$ cat src/rtl/sram_pkg.sv
// sram_pkg: shared definitions for the SRAM copy/fill engine.
//   state_e    - engine FSM states
//   STROBE_ON  - asserted level of the active-low SRAM strobes
//   STROBE_OFF - deasserted level of the active-low SRAM strobes
//   RD_LAT     - cycles from a read access edge to SRC_Q holding the word
package sram_pkg;

  typedef enum logic [2:0] {
    StIdle,
    StRead,
    StDrain,
    StFill,
    StFinish
  } state_e;

  localparam logic STROBE_ON  = 1'b0;
  localparam logic STROBE_OFF = 1'b1;

  localparam int unsigned RD_LAT = 1;

endpackage

$ cat src/rtl/sram_addr_gen.sv
// sram_addr_gen: loadable base register plus incrementing offset, producing a
// registered SRAM address that wraps modulo 2**ADDR_WIDTH.
// Ports:
//   clk     - system clock
//   reset   - synchronous active-high reset (address returns to 0)
//   i_load  - capture i_base and clear the offset
//   i_step  - advance the offset by one word (ignored while i_load is high)
//   i_base  - base address to load
//   o_addr  - registered address, base + offset
module sram_addr_gen #(
  parameter int unsigned ADDR_WIDTH = 10
) (
  input  logic                  clk,
  input  logic                  reset,
  input  logic                  i_load,
  input  logic                  i_step,
  input  logic [ADDR_WIDTH-1:0] i_base,
  output logic [ADDR_WIDTH-1:0] o_addr
);

  logic [ADDR_WIDTH-1:0] r_base;
  logic [ADDR_WIDTH-1:0] r_offset;
  logic [ADDR_WIDTH-1:0] r_addr;
  logic [ADDR_WIDTH-1:0] w_base_d;
  logic [ADDR_WIDTH-1:0] w_offset_d;

  always_comb begin
    w_base_d   = r_base;
    w_offset_d = r_offset;
    if (i_load) begin
      w_base_d   = i_base;
      w_offset_d = '0;
    end else if (i_step) begin
      w_offset_d = r_offset + ADDR_WIDTH'(1);
    end
  end

  // The sum is registered so the address pins come straight from a flop.
  always_ff @(posedge clk) begin
    if (reset) begin
      r_base   <= '0;
      r_offset <= '0;
      r_addr   <= '0;
    end else begin
      r_base   <= w_base_d;
      r_offset <= w_offset_d;
      r_addr   <= w_base_d + w_offset_d;
    end
  end

  assign o_addr = r_addr;

endmodule

$ cat src/rtl/sram_copy_engine.sv
// sram_copy_engine: copies a block of words from a source SRAM port to a
// destination SRAM port, or fills a destination range with a constant, at one
// word per clock. All outputs are registered.
// Ports:
//   clk, reset           - system clock, synchronous active-high reset
//   start, fill, abort   - request (IDLE only), mode select, cancel
//   src_base, dst_base   - first source / destination address
//   len                  - word count 0..2**ADDR_WIDTH
//   fill_value           - constant written in fill mode
//   busy, done           - transfer in progress, completion pulse
//   SRC_ADDR/CEn/OEn/Q   - source SRAM read port (strobes active low)
//   DST_ADDR/DATA/CEn/WEn/OEn - destination SRAM write port (OEn tied high)
module sram_copy_engine
  import sram_pkg::*;
#(
  parameter int unsigned DATA_WIDTH = 8,
  parameter int unsigned ADDR_WIDTH = 10
) (
  input  logic                  clk,
  input  logic                  reset,
  input  logic                  start,
  input  logic                  fill,
  input  logic                  abort,
  input  logic [ADDR_WIDTH-1:0] src_base,
  input  logic [ADDR_WIDTH-1:0] dst_base,
  input  logic [ADDR_WIDTH:0]   len,
  input  logic [DATA_WIDTH-1:0] fill_value,
  output logic                  busy,
  output logic                  done,
  output logic [ADDR_WIDTH-1:0] SRC_ADDR,
  output logic                  SRC_CEn,
  output logic                  SRC_OEn,
  input  logic [DATA_WIDTH-1:0] SRC_Q,
  output logic [ADDR_WIDTH-1:0] DST_ADDR,
  output logic [DATA_WIDTH-1:0] DST_DATA,
  output logic                  DST_CEn,
  output logic                  DST_WEn,
  output logic                  DST_OEn
);

  localparam int unsigned CntW = ADDR_WIDTH + 1;

  state_e                r_state;
  state_e                w_state_d;
  // Words still to be issued (reads in copy mode, writes in fill mode).
  logic [CntW-1:0]       r_cnt;
  logic [CntW-1:0]       w_cnt_d;
  // Read pipeline: bit RD_LAT-1 = word on SRC_Q now, bit RD_LAT = write in flight.
  logic [RD_LAT:0]       r_vld;
  logic [RD_LAT:0]       w_vld_d;
  logic                  r_src_strb;
  logic                  w_src_strb_d;
  logic                  r_dst_strb;
  logic                  w_dst_strb_d;
  logic [DATA_WIDTH-1:0] r_dst_data;
  logic [DATA_WIDTH-1:0] w_dst_data_d;
  logic                  r_busy;
  logic                  w_busy_d;
  logic                  r_done;
  logic                  w_done_d;
  logic                  w_load;

  always_comb begin
    w_state_d    = r_state;
    w_cnt_d      = r_cnt;
    w_vld_d      = {r_vld[RD_LAT-1:0], 1'b0};
    w_src_strb_d = STROBE_OFF;
    w_dst_strb_d = STROBE_OFF;
    w_dst_data_d = r_dst_data;
    w_load       = 1'b0;

    unique case (r_state)
      StIdle: begin
        if (start && !abort) begin
          w_load  = 1'b1;
          w_cnt_d = len;
          if (len == '0) begin
            w_state_d = StFinish;
          end else if (fill) begin
            w_state_d    = StFill;
            w_dst_strb_d = STROBE_ON;
            w_dst_data_d = fill_value;
          end else begin
            w_state_d    = StRead;
            w_src_strb_d = STROBE_ON;
          end
        end
      end
      StRead: begin
        // A read is on the pins this cycle; it enters the pipeline at the edge.
        w_vld_d[0] = 1'b1;
        w_cnt_d    = r_cnt - CntW'(1);
        if (r_cnt == CntW'(1)) begin
          w_state_d = StDrain;
        end else begin
          w_src_strb_d = STROBE_ON;
        end
      end
      StDrain: begin
        // Once no word is left to capture, the only remaining write is the one
        // on the pins now, which commits at this edge.
        if (r_vld[RD_LAT-1:0] == '0) begin
          w_state_d = StFinish;
        end
      end
      StFill: begin
        w_cnt_d = r_cnt - CntW'(1);
        if (r_cnt == CntW'(1)) begin
          w_state_d = StFinish;
        end else begin
          w_dst_strb_d = STROBE_ON;
        end
      end
      StFinish: begin
        w_state_d = StIdle;
      end
      default: begin
        w_state_d = StIdle;
      end
    endcase

    // Copy write path: the word on SRC_Q becomes next cycle's write.
    if (r_vld[RD_LAT-1]) begin
      w_dst_strb_d = STROBE_ON;
      w_dst_data_d = SRC_Q;
    end

    if (abort && (r_state != StIdle)) begin
      w_state_d    = StIdle;
      w_vld_d      = '0;
      w_src_strb_d = STROBE_OFF;
      w_dst_strb_d = STROBE_OFF;
    end

    w_busy_d = w_state_d inside {StRead, StDrain, StFill};
    w_done_d = (w_state_d == StFinish);
  end

  always_ff @(posedge clk) begin
    if (reset) begin
      r_state    <= StIdle;
      r_cnt      <= '0;
      r_vld      <= '0;
      r_src_strb <= STROBE_OFF;
      r_dst_strb <= STROBE_OFF;
      r_dst_data <= '0;
      r_busy     <= 1'b0;
      r_done     <= 1'b0;
    end else begin
      r_state    <= w_state_d;
      r_cnt      <= w_cnt_d;
      r_vld      <= w_vld_d;
      r_src_strb <= w_src_strb_d;
      r_dst_strb <= w_dst_strb_d;
      r_dst_data <= w_dst_data_d;
      r_busy     <= w_busy_d;
      r_done     <= w_done_d;
    end
  end

  // Each generator advances after every cycle in which its port was strobed.
  sram_addr_gen #(
    .ADDR_WIDTH(ADDR_WIDTH)
  ) u_src_addr (
    .clk   (clk),
    .reset (reset),
    .i_load(w_load),
    .i_step(r_src_strb == STROBE_ON),
    .i_base(src_base),
    .o_addr(SRC_ADDR)
  );

  sram_addr_gen #(
    .ADDR_WIDTH(ADDR_WIDTH)
  ) u_dst_addr (
    .clk   (clk),
    .reset (reset),
    .i_load(w_load),
    .i_step(r_dst_strb == STROBE_ON),
    .i_base(dst_base),
    .o_addr(DST_ADDR)
  );

  assign SRC_CEn  = r_src_strb;
  assign SRC_OEn  = r_src_strb;
  assign DST_CEn  = r_dst_strb;
  assign DST_WEn  = r_dst_strb;
  assign DST_OEn  = STROBE_OFF;
  assign DST_DATA = r_dst_data;
  assign busy     = r_busy;
  assign done     = r_done;

endmodule

$ cat config.mk
export PLATFORM = sky130hd
export DESIGN_NAME = sram_copy_engine
export DESIGN_NICKNAME = d
export VERILOG_FILES = /design/src/rtl/sram_pkg.sv /design/src/rtl/sram_addr_gen.sv /design/src/rtl/sram_copy_engine.sv
export SDC_FILE = /design/constraint.sdc
export NUM_CORES = 1
export LEC_CHECK = 0
export BUFFER_PORTS_ARGS = -buffer_cell sky130_fd_sc_hd__clkbuf_2
export CORE_AREA = 2 2 101 103
export DETAILED_ROUTE_END_ITERATION = 8
export DIE_AREA = 0 0 103 105
export PLACE_DENSITY = 0.67
export RECOVER_POWER = 50
export SETUP_SLACK_MARGIN = 0.02
export SKIP_LAST_GASP = 1
export SLEW_MARGIN = 25
export SYNTH_ARGS = -nofsm -noshare
export SYNTH_HDL_FRONTEND = slang
export SYNTH_SLANG_ARGS = --single-unit
$ cat constraint.sdc
create_clock -name clk -period 5.8 [get_ports clk]
set_input_delay 1.16 -clock clk [delete_from_list [all_inputs] [get_ports clk]]
set_output_delay 1.16 -clock clk [all_outputs]
set_load 0.005 [all_outputs]
# ---- Yosys cells after proc, flatten, opt, wreduce, memory -nomap -nowiden
# Cells that the tools add are included.
dict set report classes {
  add_sub_neg 5
  n_eq_ne 10
  mux 34
  n_reduce_logical 15
}
# operator count
set ops {}
lappend ops {{2-to-1 mux 10 bit} 6}
lappend ops {{2-to-1 mux 8 bit} 5}
lappend ops {{case mux 11 bit (2 select lines)} 1}
lappend ops {{adder 10 x 1 -> 10 bit (second input constant)} 2}
lappend ops {{adder 10 bit} 2}
lappend ops {{2-to-1 mux 3 bit} 6}
lappend ops {{equality test 3 x 2 -> 1 bit (second input constant)} 4}
lappend ops {{case mux 3 bit (4 select lines)} 1}
lappend ops {{equality test 11 x 1 -> 1 bit (second input constant)} 1}
lappend ops {{zero test 11 bit} 1}
lappend ops {{2-to-1 mux 1 bit} 11}
lappend ops {{2-to-1 mux 11 bit} 1}
lappend ops {{subtractor 11 x 1 -> 11 bit (second input constant)} 1}
lappend ops {{nonzero test 2 bit} 4}
lappend ops {{equality test 3 x 1 -> 1 bit (second input constant)} 2}
lappend ops {{nonzero test 3 bit} 2}
lappend ops {{inequality test 2 bit (second input constant)} 2}
lappend ops {{case mux 1 bit (2 select lines)} 2}
lappend ops {{AND reduction 4 bit} 1}
lappend ops {{OR reduction 2 bit} 2}
lappend ops {{equality test 3 bit (second input constant)} 1}
lappend ops {{zero test 3 bit} 1}
lappend ops {{logical AND 1 bit} 2}
lappend ops {{2-to-1 mux 2 bit} 1}
lappend ops {{2 further kinds} 2}
dict set report word_totals {
  ff_bits 87
  in_bits 52
  out_inout_bits 35
  wordCells 78
}

# ---- Depth between registers and ports, before layout
# Gate-level depths: netlist of run 1.
dict set report logic_depth {
  word_depth 7
  ltp_mapped 15
  ltp_nobuf 13
}

# ---- Cells and area by module
# Synthesis of run 1 repeated with hierarchy kept, for this count alone.
dict set report unflattened {
  cells_unflattened 515
  hier_area_um2 4648.2
}
# module instances cells_per_inst area_each_um2 seq_area_each_um2
set by_module_without_submodules {}
lappend by_module_without_submodules {{sram_addr_gen at u_src_addr} 1 171 1601.5 600.6}
lappend by_module_without_submodules {{sram_addr_gen at u_dst_addr} 1 170 1564.0 600.6}
lappend by_module_without_submodules {sram_copy_engine 1 174 1482.7 540.5}

# ---- Least setup slack after synthesis of run 1
# No wires, ideal clock.
dict set report synth_path {
  path_kind {input to register}
  start {in abort}
  end {reg u_dst_addr.r_addr[9], in the netlist u_dst_addr.o_addr[9]}
  setup_time_ns 0.072
  arrival_time_ns 3.656
  required_ns 5.728
  slack_ns 2.072
  stages 12
  path_buffers 2
  path_cell_list {nand2b_1 > nor4_4 > buf_2 > buf_1 > nor2_1 > ha_1 > a21o_1 > a221o_1 > a31oi_1 > o21ai_0 > or2_0 > mux2i_1}
}
dict set report synth_between {
  elab_chain_cells 6
  elab_cells_between_ends 7
  classes_between {add/sub (1); mux (4); reduce/logical (2)}
}
# element line_no
set synth_rtl {}
lappend synth_rtl {{from (decl)} sram_copy_engine.sv:23} ;# input logic abort,
lappend synth_rtl {{zero test 1 bit} sram_copy_engine.sv:74} ;# if (start && !abort) begin
lappend synth_rtl {{logical AND 1 bit} sram_copy_engine.sv:74}
lappend synth_rtl {{2-to-1 mux 1 bit} sram_copy_engine.sv:74}
lappend synth_rtl {{2-to-1 mux 1 bit} sram_copy_engine.sv:72} ;# unique case (r_state)
lappend synth_rtl {{2-to-1 mux 10 bit} sram_addr_gen.sv:30} ;# if (i_load) begin
lappend synth_rtl {{via u_dst_addr.w_offset_d[4]} sram_addr_gen.sv:25} ;# logic [ADDR_WIDTH-1:0] w_offset_d;
lappend synth_rtl {{adder 10 bit} sram_addr_gen.sv:47} ;# r_addr <= w_base_d + w_offset_d;
lappend synth_rtl {{to (signal assigned)} sram_addr_gen.sv:47}
lappend synth_rtl {{to (decl)} sram_addr_gen.sv:23} ;# logic [ADDR_WIDTH-1:0] r_addr;
# The timed path passes the listed nets, and every way through them passes these cells.
# A chain may end at the register's enable or synchronous reset.

# ---- Worst setup path in the final report of run 1
dict set report layout_path {
  start {in reset}
  end {reg u_dst_addr.r_addr[2], in the netlist u_dst_addr.o_addr[2]}
}
# element line_no
set layout_lines {}
lappend layout_lines {{from (decl)} sram_copy_engine.sv:20} ;# input logic reset,
# No word-level cell between the ends.

==> results.toml, run 1 <==
[cts]
cts_setup_buffers = 0
root_buffer = "clkbuf_8"
cts_tree = "yes"
clock_sinks = 87
clkLatencyLatePin_ns = 0.36
cts_buffers = 9
postCtsResizedCells = 0
cts.hold.buffers_added = 0
cts.path.max_buffers = 2
h-tree-depth = 3
path_clk_slew_ns = 0.09

[place]
place.gp.congestion = 0.8253
post_dp_cell_area_um2 = 4843
preCtsSetupSlack_ns = 1.657
numPortBuffers = 85
placed_cells = 714
dp_hpwl_mm = 6.791

[flow_run]
drv_cap = 1

[synth]
async_flop_share_pct = 0
yosysSeqAreaShare_pct = 39.94
ys_ff_latch = 87
yosys.cell_count.top_type = "dfxtp_1"
synth_edf_count = 0
synth_area_um2 = 4360
ys.flop_type = "dfxtp_1"
synth_cells = 519
synth_commonest_cells = "87 x dfxtp_1, 75 x nand2_1, 68 x nor2_1"
ys_types = 59
synth_warnings = 0
avgSynthCellArea_um2 = 8.402
synth_nets = 595
yosysTopAreaCell = "dfxtp_1"
synth_top_area_share_pct = 39.94
synthTopCellsByArea = "dfxtp_1 40%, nand2_1 6.5%, ha_1 6.3%, nor2_1 5.9%, a21oi_1 4.5%"

[detailed_routing]
drc_errors = 0
routed_wl_mm = 9.450
drt_iter0_drc = 135
detail-route-antenna-nets = 0
first_pass_iters = 4
routed-via-count = 3759
via_per_inst = 5.149
wl_per_cell_um = 12.95

[critical_path]
rr_worst_depth = 10
crit_fanout = 62
crit_type = "in2reg"
cp-end-kind = "flop"
critPathRequiredTime_ns = 5.92
start_kind = "primary input"
worstPathArrival_ns = 4.17

[min_path]
hold_path_depth = 2
hold_class = "reg2reg"

[pwr]
ir_drop_mv = 0.1017
p_leak_nw = 2.187
powerDensity_nw_per_um2 = 257.8

[run_status]
violations = "max-capacitance violations, max-slew violations"
status = "complete, but fails checks"

[sta]
hold_viol = 0
worst_slack_ns = 1.743
tightest_slew_ns = 2.777
relSlewSlack_pct = -85.15
rsz0062_at_grt = "false"
fin_setup_tns_ns = 0
fin_crit_ns = 4.057
fin_skew_ns = 0.008235
finalSetupViolCount = 0
drv_slew = 63
fmax_ghz = 0.2465
finalCritPeriodShare_pct = 69.94

[floorplan]
core_area_um2 = 9639
start_util_pct = 45.24
dieArea_um2 = 10820
io_pins = 87
die_h_um = 105
rows = 36
die_w_um = 103

[final_layout]
final_area_um2 = 5024
n_antenna_cell = 0
fin_cells = 730
syn2layout_area_growth_pct = 15.21
fin_util_pct = 52.12
layout-drive-gt1-share_pct = 16.58
fin_nets = 668

[global_routing]
grt_usage_pct = 18.06
antenna_found_initial = 0
grt_pass1_vias = 3520
grt-ovfl-total = 0
grt_pass1_wl_mm = 15.70
grt_max_degree = 63
==> area by class of cell <==
| class | count | area, um2 |
|---|---|---|
| inverter | 11 | 41.29 |
| sequential | 87 | 1742 |
| timing repair buffer | 89 | 432.9 |
| clock inverter | 7 | 78.83 |
| multi-input combinational | 394 | 2439 |
| clock buffer | 9 | 123.9 |
| tap | 133 | 166.4 |
| fill | 944 | 4616 |
==> cell families after synthesis <==
kind of cell	Yosys count	synth area share, %
and+or+nand+nor	230	25.22
AOI/OAI and AO/OA	95	13.60
DFF	87	39.94
buffers and inverters	38	4.132
xor gates and xnor gates	30	6.514
adders and majority gates	24	7.231
muxes	14	3.271
other	1	0.08600
==> cells in the final DEF, fill, tap and decap left out, drive strengths merged, types with 3 or more instances in the layout <==
master and n:
nand3 10, clkinv 3, a221oi 3, nor4 7, a21oi 39, mux2i 12, ha 22, clkbuf 94
and3 3, dfxtp 87, a211oi 12, buf 4, o211ai 3, o21ai 15, nand2b 6, xor2 15
xnor2 14, inv 14, o21a 5, nand4 4, nor3 33, nor2 68, a31oi 4, nand2 75
nor2b 13
==> sequential cells by signal (all words and copies together) (netlist names) <==
signal and count:
DST_CEn 1, u_src_addr.r_base 10, u_dst_addr.o_addr 10, u_src_addr.r_offset 10
DST_DATA 8, u_src_addr.o_addr 10, done 1, r_vld 1
u_dst_addr.r_base 10, SRC_CEn 1, busy 1, r_state 3
u_dst_addr.r_offset 10, r_cnt 11
==> worst max-delay path, cell delays in order <==
cell	delay (ns)
clkbuf_1	0.72
clkbuf_1	2.02
nor3_1	0.21
==> power by group <==
part	internal [mW]	leakage [nW]	switching (mW)	total (mW)
clock	0.205	0.105	0.235	0.440
sequential	0.631	0.709	0.0247	0.656
combinational	0.0849	1.37	0.114	0.199
total	0.921	2.19	0.374	1.29
==> per-stage QoR <==
stage	hold slack [ns]	power, mW
CTS	0.4703	1.311
global placement	0.4398	0.8643
detailed placement	0.4569	0.8697
finish	0.4712	1.295
global route	0.4869	1.364
floorplan	0.4316	0.8074
==> metal layers <==
metal	vias up	part of all wire, %	global-route usage [%]
met5	-	0	0
met4	0	2.0	8.365
met3	13	4.9	4.080
met2	90	44	27.46
met1	1709	49	24.11
li1	1947	-	-
==> final timing paths <==
path                         from                    to  slack, ns
max                         reset  u_dst_addr.o_addr[2]       1.74
min          u_dst_addr.r_base[5]  u_dst_addr.r_base[5]       0.47
max reg2reg            r_state[0]  u_dst_addr.o_addr[9]       2.46
min reg2reg  u_dst_addr.r_base[5]  u_dst_addr.r_base[5]       0.47
No activity file was read; power rests on OpenSTA's default activity.
==> inputs of run 2 (changes only) <==
- clock period: 5.8 -> 4.2 ns (I/O delays scaled with it)
==> run 2 against run 1 <==
Final area is 1.2% higher. Sequential power is 38% higher. Utilization is 0.62 points higher. Cell count is 0.14% higher. Wire length is 0.52% lower. Highest routed layer unchanged. Die area stayed put. Largest cell class unchanged. The flow still finishes with violations (max-capacitance violations, max-slew violations).
==> results.toml, run 2 (synthesis gave the netlist of run 1 again) <==
[global_routing]
grt_usage_pct = 18.48
antenna_found_initial = 0
grt-ovfl-total = 0
grt_pass1_wl_mm = 16.30
grt_pass1_vias = 3695
grt_max_degree = 51

[critical_path]
cp-end-kind = "flop"
path_cells = "clkbuf_2 > nand2b_1 > or4_1 > nand2_1 > nand2_1 > ha_1 > a21o_1 > a221o_1 > a31oi_1 > o21ai_0 > or2_0 > mux2i_1"
critPathMostFrequentCell = "nand2_1"
crit_path_top_delay_cell = "or4_1"
start_kind = "primary input"
max_stage_delay_ns = 0.78
rr_worst_depth = 10
critPathRequiredTime_ns = 4.49
crit_fanout = 17
worstPathArrival_ns = 3.77
crit_type = "in2reg"

[cts]
cts.hold.buffers_added = 0
cts_setup_buffers = 0
clock_sinks = 87
path_clk_slew_ns = 0.09
h-tree-depth = 3
clkLatencyLatePin_ns = 0.36
cts_buffers = 9
cts.path.max_buffers = 2
cts_tree = "yes"
root_buffer = "clkbuf_8"
postCtsResizedCells = 0

[pwr]
powerDensity_nw_per_um2 = 369.4
p_leak_nw = 2.217
fin_total_pwr_mw = 1.878
ir_drop_mv = 0.1952

[final_layout]
final_common_cell = "dfxtp_1"
layout-drive-gt1-share_pct = 17.06
mostFrequentLayoutCells = "87 x dfxtp_1, 75 x nand2_1, 74 x clkbuf_2"
syn2layout_area_growth_pct = 16.59
largest_reg_flops = 11
max_flop_register = "r_cnt"
final_area_um2 = 5084
fin_nets = 669
n_antenna_cell = 0

[run_status]
violations = "max-capacitance violations, max-slew violations"
status = "complete, but fails checks"

[floorplan]
die_w_um = 103
die_h_um = 105
start_util_pct = 45.24
rows = 36
io_pins = 87
core_area_um2 = 9639
dieArea_um2 = 10820

[detailed_routing]
drt_iter0_drc = 147
detail-route-antenna-nets = 0
first_pass_iters = 4
via_per_inst = 5.104
drc_errors = 0
routed-via-count = 3731
routed_wl_mm = 9.401
wl_per_cell_um = 12.86

[sta]
hold_slack_ns = 0.4683
fin_crit_ns = 3.484
finalSetupViolCount = 0
fin_skew_ns = 0.009554
rsz0062_at_grt = "false"
fin_setup_tns_ns = 0
fmax_ghz = 0.2870
relSlewSlack_pct = -54.12
finalCritPeriodShare_pct = 82.95
hold_viol = 0
drv_slew = 51
tightest_slew_ns = 2.312

[flow_run]
drv_cap = 1

[place]
place.gp.congestion = 0.8014
numPortBuffers = 85
post_dp_cell_area_um2 = 4863
dp_hpwl_mm = 6.662

[min_path]
hold_class = "reg2reg"
hold_path_depth = 2
[run 2: changes by cell type in the layout (fill, tap and decap cells not counted), sizes merged]
cell      change
clkinv        -1
clkbuf        +3
bufinv        +2
inv           -4
clkinvlp      +1
[run 2: layer usage]
metal  track usage, %  vias to the layer above  wire length [um]
met5                0                        -                 0
met4            4.793                        0               117
met3            3.946                       12               410
met2            29.13                       75              4234
met1            25.53                     1698              4639
li1                 -                     1946                 -
[run 2: worst paths after layout]
check	startpoint	to	slack, ns
max	abort	u_dst_addr.o_addr[9]	0.72
min	u_dst_addr.r_base[5]	u_dst_addr.r_base[5]	0.47
max reg2reg	r_state[0]	u_dst_addr.o_addr[9]	0.90
min reg2reg	u_dst_addr.r_base[5]	u_dst_addr.r_base[5]	0.47
[run 2: power breakdown]
part	switching [mW]	internal [mW]
Combinational	0.156	0.121
Sequential	0.0343	0.871
Clock	0.298	0.397
[run 2: final cells by class]
type,instances,area [um2]
clock buffers,11,131.4
multi-input cells,394,2439
fillers,949,4556
repair buffers,90,457.9
inverters,11,41.29
well taps,133,166.4
clock inverters,5,106.4
flip-flops and latches,87,1742
[run 2: stage by stage]
stage | cells | setup WS [ns] | util, %
finish | 731 | 0.7161 | 52.74
global route | 731 | 0.4475 | 52.74
CTS | 731 | 0.7129 | 52.92
detailed placement | 715 | 0.3509 | 50.45
global placement | 715 | 0.4251 | 50.45
floorplan | 519 | 0.7919 | -
[run 2: worst max-delay path: cells and delay by family]
| family | cells | cell delay [ns] |
|---|---|---|
| buffers and inverters | 1 | 0.09 |
| and+or+nand+nor | 5 | 1.46 |
| AOI/OAI and AO/OA | 4 | 0.89 |
| muxes | 1 | 0.13 |
| adders and majority gates | 1 | 0.34 |
==> inputs of run 3 (changes only) <==
- clock period: 4.2 -> 3.4 ns (I/O delays scaled with it)
==> run 3 against run 2 <==
The flow now finishes without violations. Clock skew is 0.0032 ns higher. First-iteration DRC count is 6.8% higher. Global-route usage is 0.14 points lower. Power is 19% higher. Die area stayed put. Wire length is 1.9% higher. Via count is 3.5% higher. Worst hold slack worse by 0.0037 ns. Combinational power is 29% higher. Critical path type unchanged. Critical endpoint is now u_dst_addr.o_addr[6].
==> results.toml, run 3 (synthesis gave the netlist of run 1 again) <==
[sta]
tightest_slew_ns = 1.464
fmax_ghz = 0.3263
hold_viol = 0
fin_crit_ns = 3.064
drv_slew = 0
finalCritPeriodShare_pct = 90.13
rsz0062_at_grt = "false"
fin_setup_tns_ns = 0
relSlewSlack_pct = 2.406
worst_slack_ns = 0.3357
fin_skew_ns = 0.01278
finalSetupViolCount = 0

[pwr]
powerDensity_nw_per_um2 = 433.1
fin_total_pwr_mw = 2.234
pwr-share-clk_pct = 34.2
p_seq_share_pct = 49.8
switching_power_mw = 0.5868
ir_drop_mv = 0.2484
pwr-share-comb_pct = 16.0
p_leak_nw = 2.280
internal_power_mw = 1.647
p_sw_share_pct = 26.27

[place]
place.gp.congestion = 0.8289
dp_hpwl_mm = 7.158
preCtsSetupSlack_ns = -0.001182
placed_cells = 732
post_dp_cell_area_um2 = 4991
numPortBuffers = 85

[final_layout]
largest_reg_flops = 11
max_flop_register = "r_cnt"
n_fill_cell = 941
final_area_um2 = 5157
final_common_cell = "dfxtp_1"
layout-drive-gt1-share_pct = 18.86
n_antenna_cell = 0
syn2layout_area_growth_pct = 18.28
fin_cells = 748
fin_nets = 686
mostFrequentLayoutCells = "87 x dfxtp_1, 75 x nand2_1, 75 x clkbuf_2"

[cts]
cts.path.max_buffers = 2
cts.hold.buffers_added = 0
cts_setup_buffers = 0
clock_sinks = 87
root_buffer = "clkbuf_8"
path_clk_slew_ns = 0.09
cts_buffers = 9
cts_tree = "yes"
h-tree-depth = 3
postCtsResizedCells = 0
clkLatencyLatePin_ns = 0.34

[floorplan]
die_h_um = 105
rows = 36
core_area_um2 = 9639
die_w_um = 103
dieArea_um2 = 10820
io_pins = 87
start_util_pct = 45.24

[critical_path]
crit_path_top_delay_cell = "or4_1"
crit_start = "abort"
r2r_slack_ns = 0.35
rr_worst_depth = 13
timing.rr.end = "u_dst_addr.o_addr[6]"
worstPathArrival_ns = 3.33
start_kind = "primary input"
max_stage_delay_ns = 0.62
crit_fanout = 9
crit_type = "in2reg"
cp-end-kind = "flop"
endpoint = "u_dst_addr.o_addr[6]"
path_cells = "clkbuf_2 > nand2b_1 > or4_1 > buf_4 > nand2_1 > nand2_1 > ha_1 > inv_1 > fa_1 > nor2b_1 > o21a_1 > o21ai_0 > a21boi_0 > o21a_1 > nor3_1"
r2r_start = "r_state[1]"
critPathRequiredTime_ns = 3.67

[detailed_routing]
detail-route-antenna-nets = 0
drt_iter0_drc = 157
first_pass_iters = 4
routed_wl_mm = 9.579
via_per_inst = 5.163
routed-via-count = 3862
wl_per_cell_um = 12.81
drc_errors = 0

[global_routing]
grt_usage_pct = 18.34
grt_pass1_vias = 3619
grt_pass1_wl_mm = 16.33
antenna_found_initial = 0
grt_max_degree = 36
grt-ovfl-total = 0

[min_path]
hold_class = "reg2reg"

[run_status]
status = "complete, no violations"

[flow_run]
drv_cap = 0
## run 3: changes by cell type in the layout (fill, tap and decap cells not counted)
cell / previous run / this run
nor4_4: 2 / 1
buf_4: 3 / 18
clkbuf_1: 14 / 16
clkinv_4: 1 / 0
nor4_1: 4 / 5
clkbuf_2: 74 / 75
bufinv_16: 3 / 2
clkinv_2: 0 / 2
clkinvlp_4: 1 / 0
## run 3: stage by stage
step           util (%)  hold WS (ns)
6_report          53.50        0.4646
5_1_grt           53.50        0.4916
4_1_cts           53.91        0.4671
3_5_place_dp      51.78        0.4557
3_3_place_gp      51.78        0.4388
2_1_floorplan         -        0.4316
## run 3: cell type report
type,count,area [um2],area share [%]
flip-flops and latches,87,1742,33.77
clock inverters,4,70.07,1.359
repair buffers,107,579.3,11.23
well taps,133,166.4,3.227
clock buffers,12,135.1,2.620
inverters,11,41.29,0.8006
multi-input cells,394,2424,46.99
## run 3: per-layer routing
metal | up-vias | routed length, um | track usage (%)
li1 | 1975 | - | -
met1 | 1766 | 4636 | 25.40
met4 | 0 | 143 | 5.639
met2 | 107 | 4282 | 28.80
met3 | 14 | 517 | 3.278
met5 | - | 0 | 0
## run 3: critical path: cells and delay by family
family	cells	cell delay [ns]
fa+ha+maj	2	0.38
simple gates	6	1.10
compound gates	4	0.77
buf+inv	3	0.40
## run 3: worst min path at each step
stage	start	endpoint	slack (ns)	cells past startpoint
2_1_floorplan	r_cnt[10]	r_cnt[10]	0.43	2
4_1_cts	u_dst_addr.r_base[2]	u_dst_addr.r_base[2]	0.47	2
5_1_grt	r_cnt[10]	r_cnt[10]	0.49	2
3_5_place_dp	u_dst_addr.r_base[2]	u_dst_addr.r_base[2]	0.46	2
3_3_place_gp	r_cnt[10]	r_cnt[10]	0.44	2
6_report	u_dst_addr.r_base[2]	u_dst_addr.r_base[2]	0.46	2
## run 3: power groups by stage
stage / Clock [mW] / Sequential, mW / Combinational [mW]
after global placement: 0 / 1.14 / 0.360
after detailed placement: 0 / 1.14 / 0.366
after floorplan: 0 / 1.13 / 0.244
after CTS: 0.782 / 1.11 / 0.369
after global routing: 0.828 / 1.12 / 0.403
final: 0.764 / 1.11 / 0.357
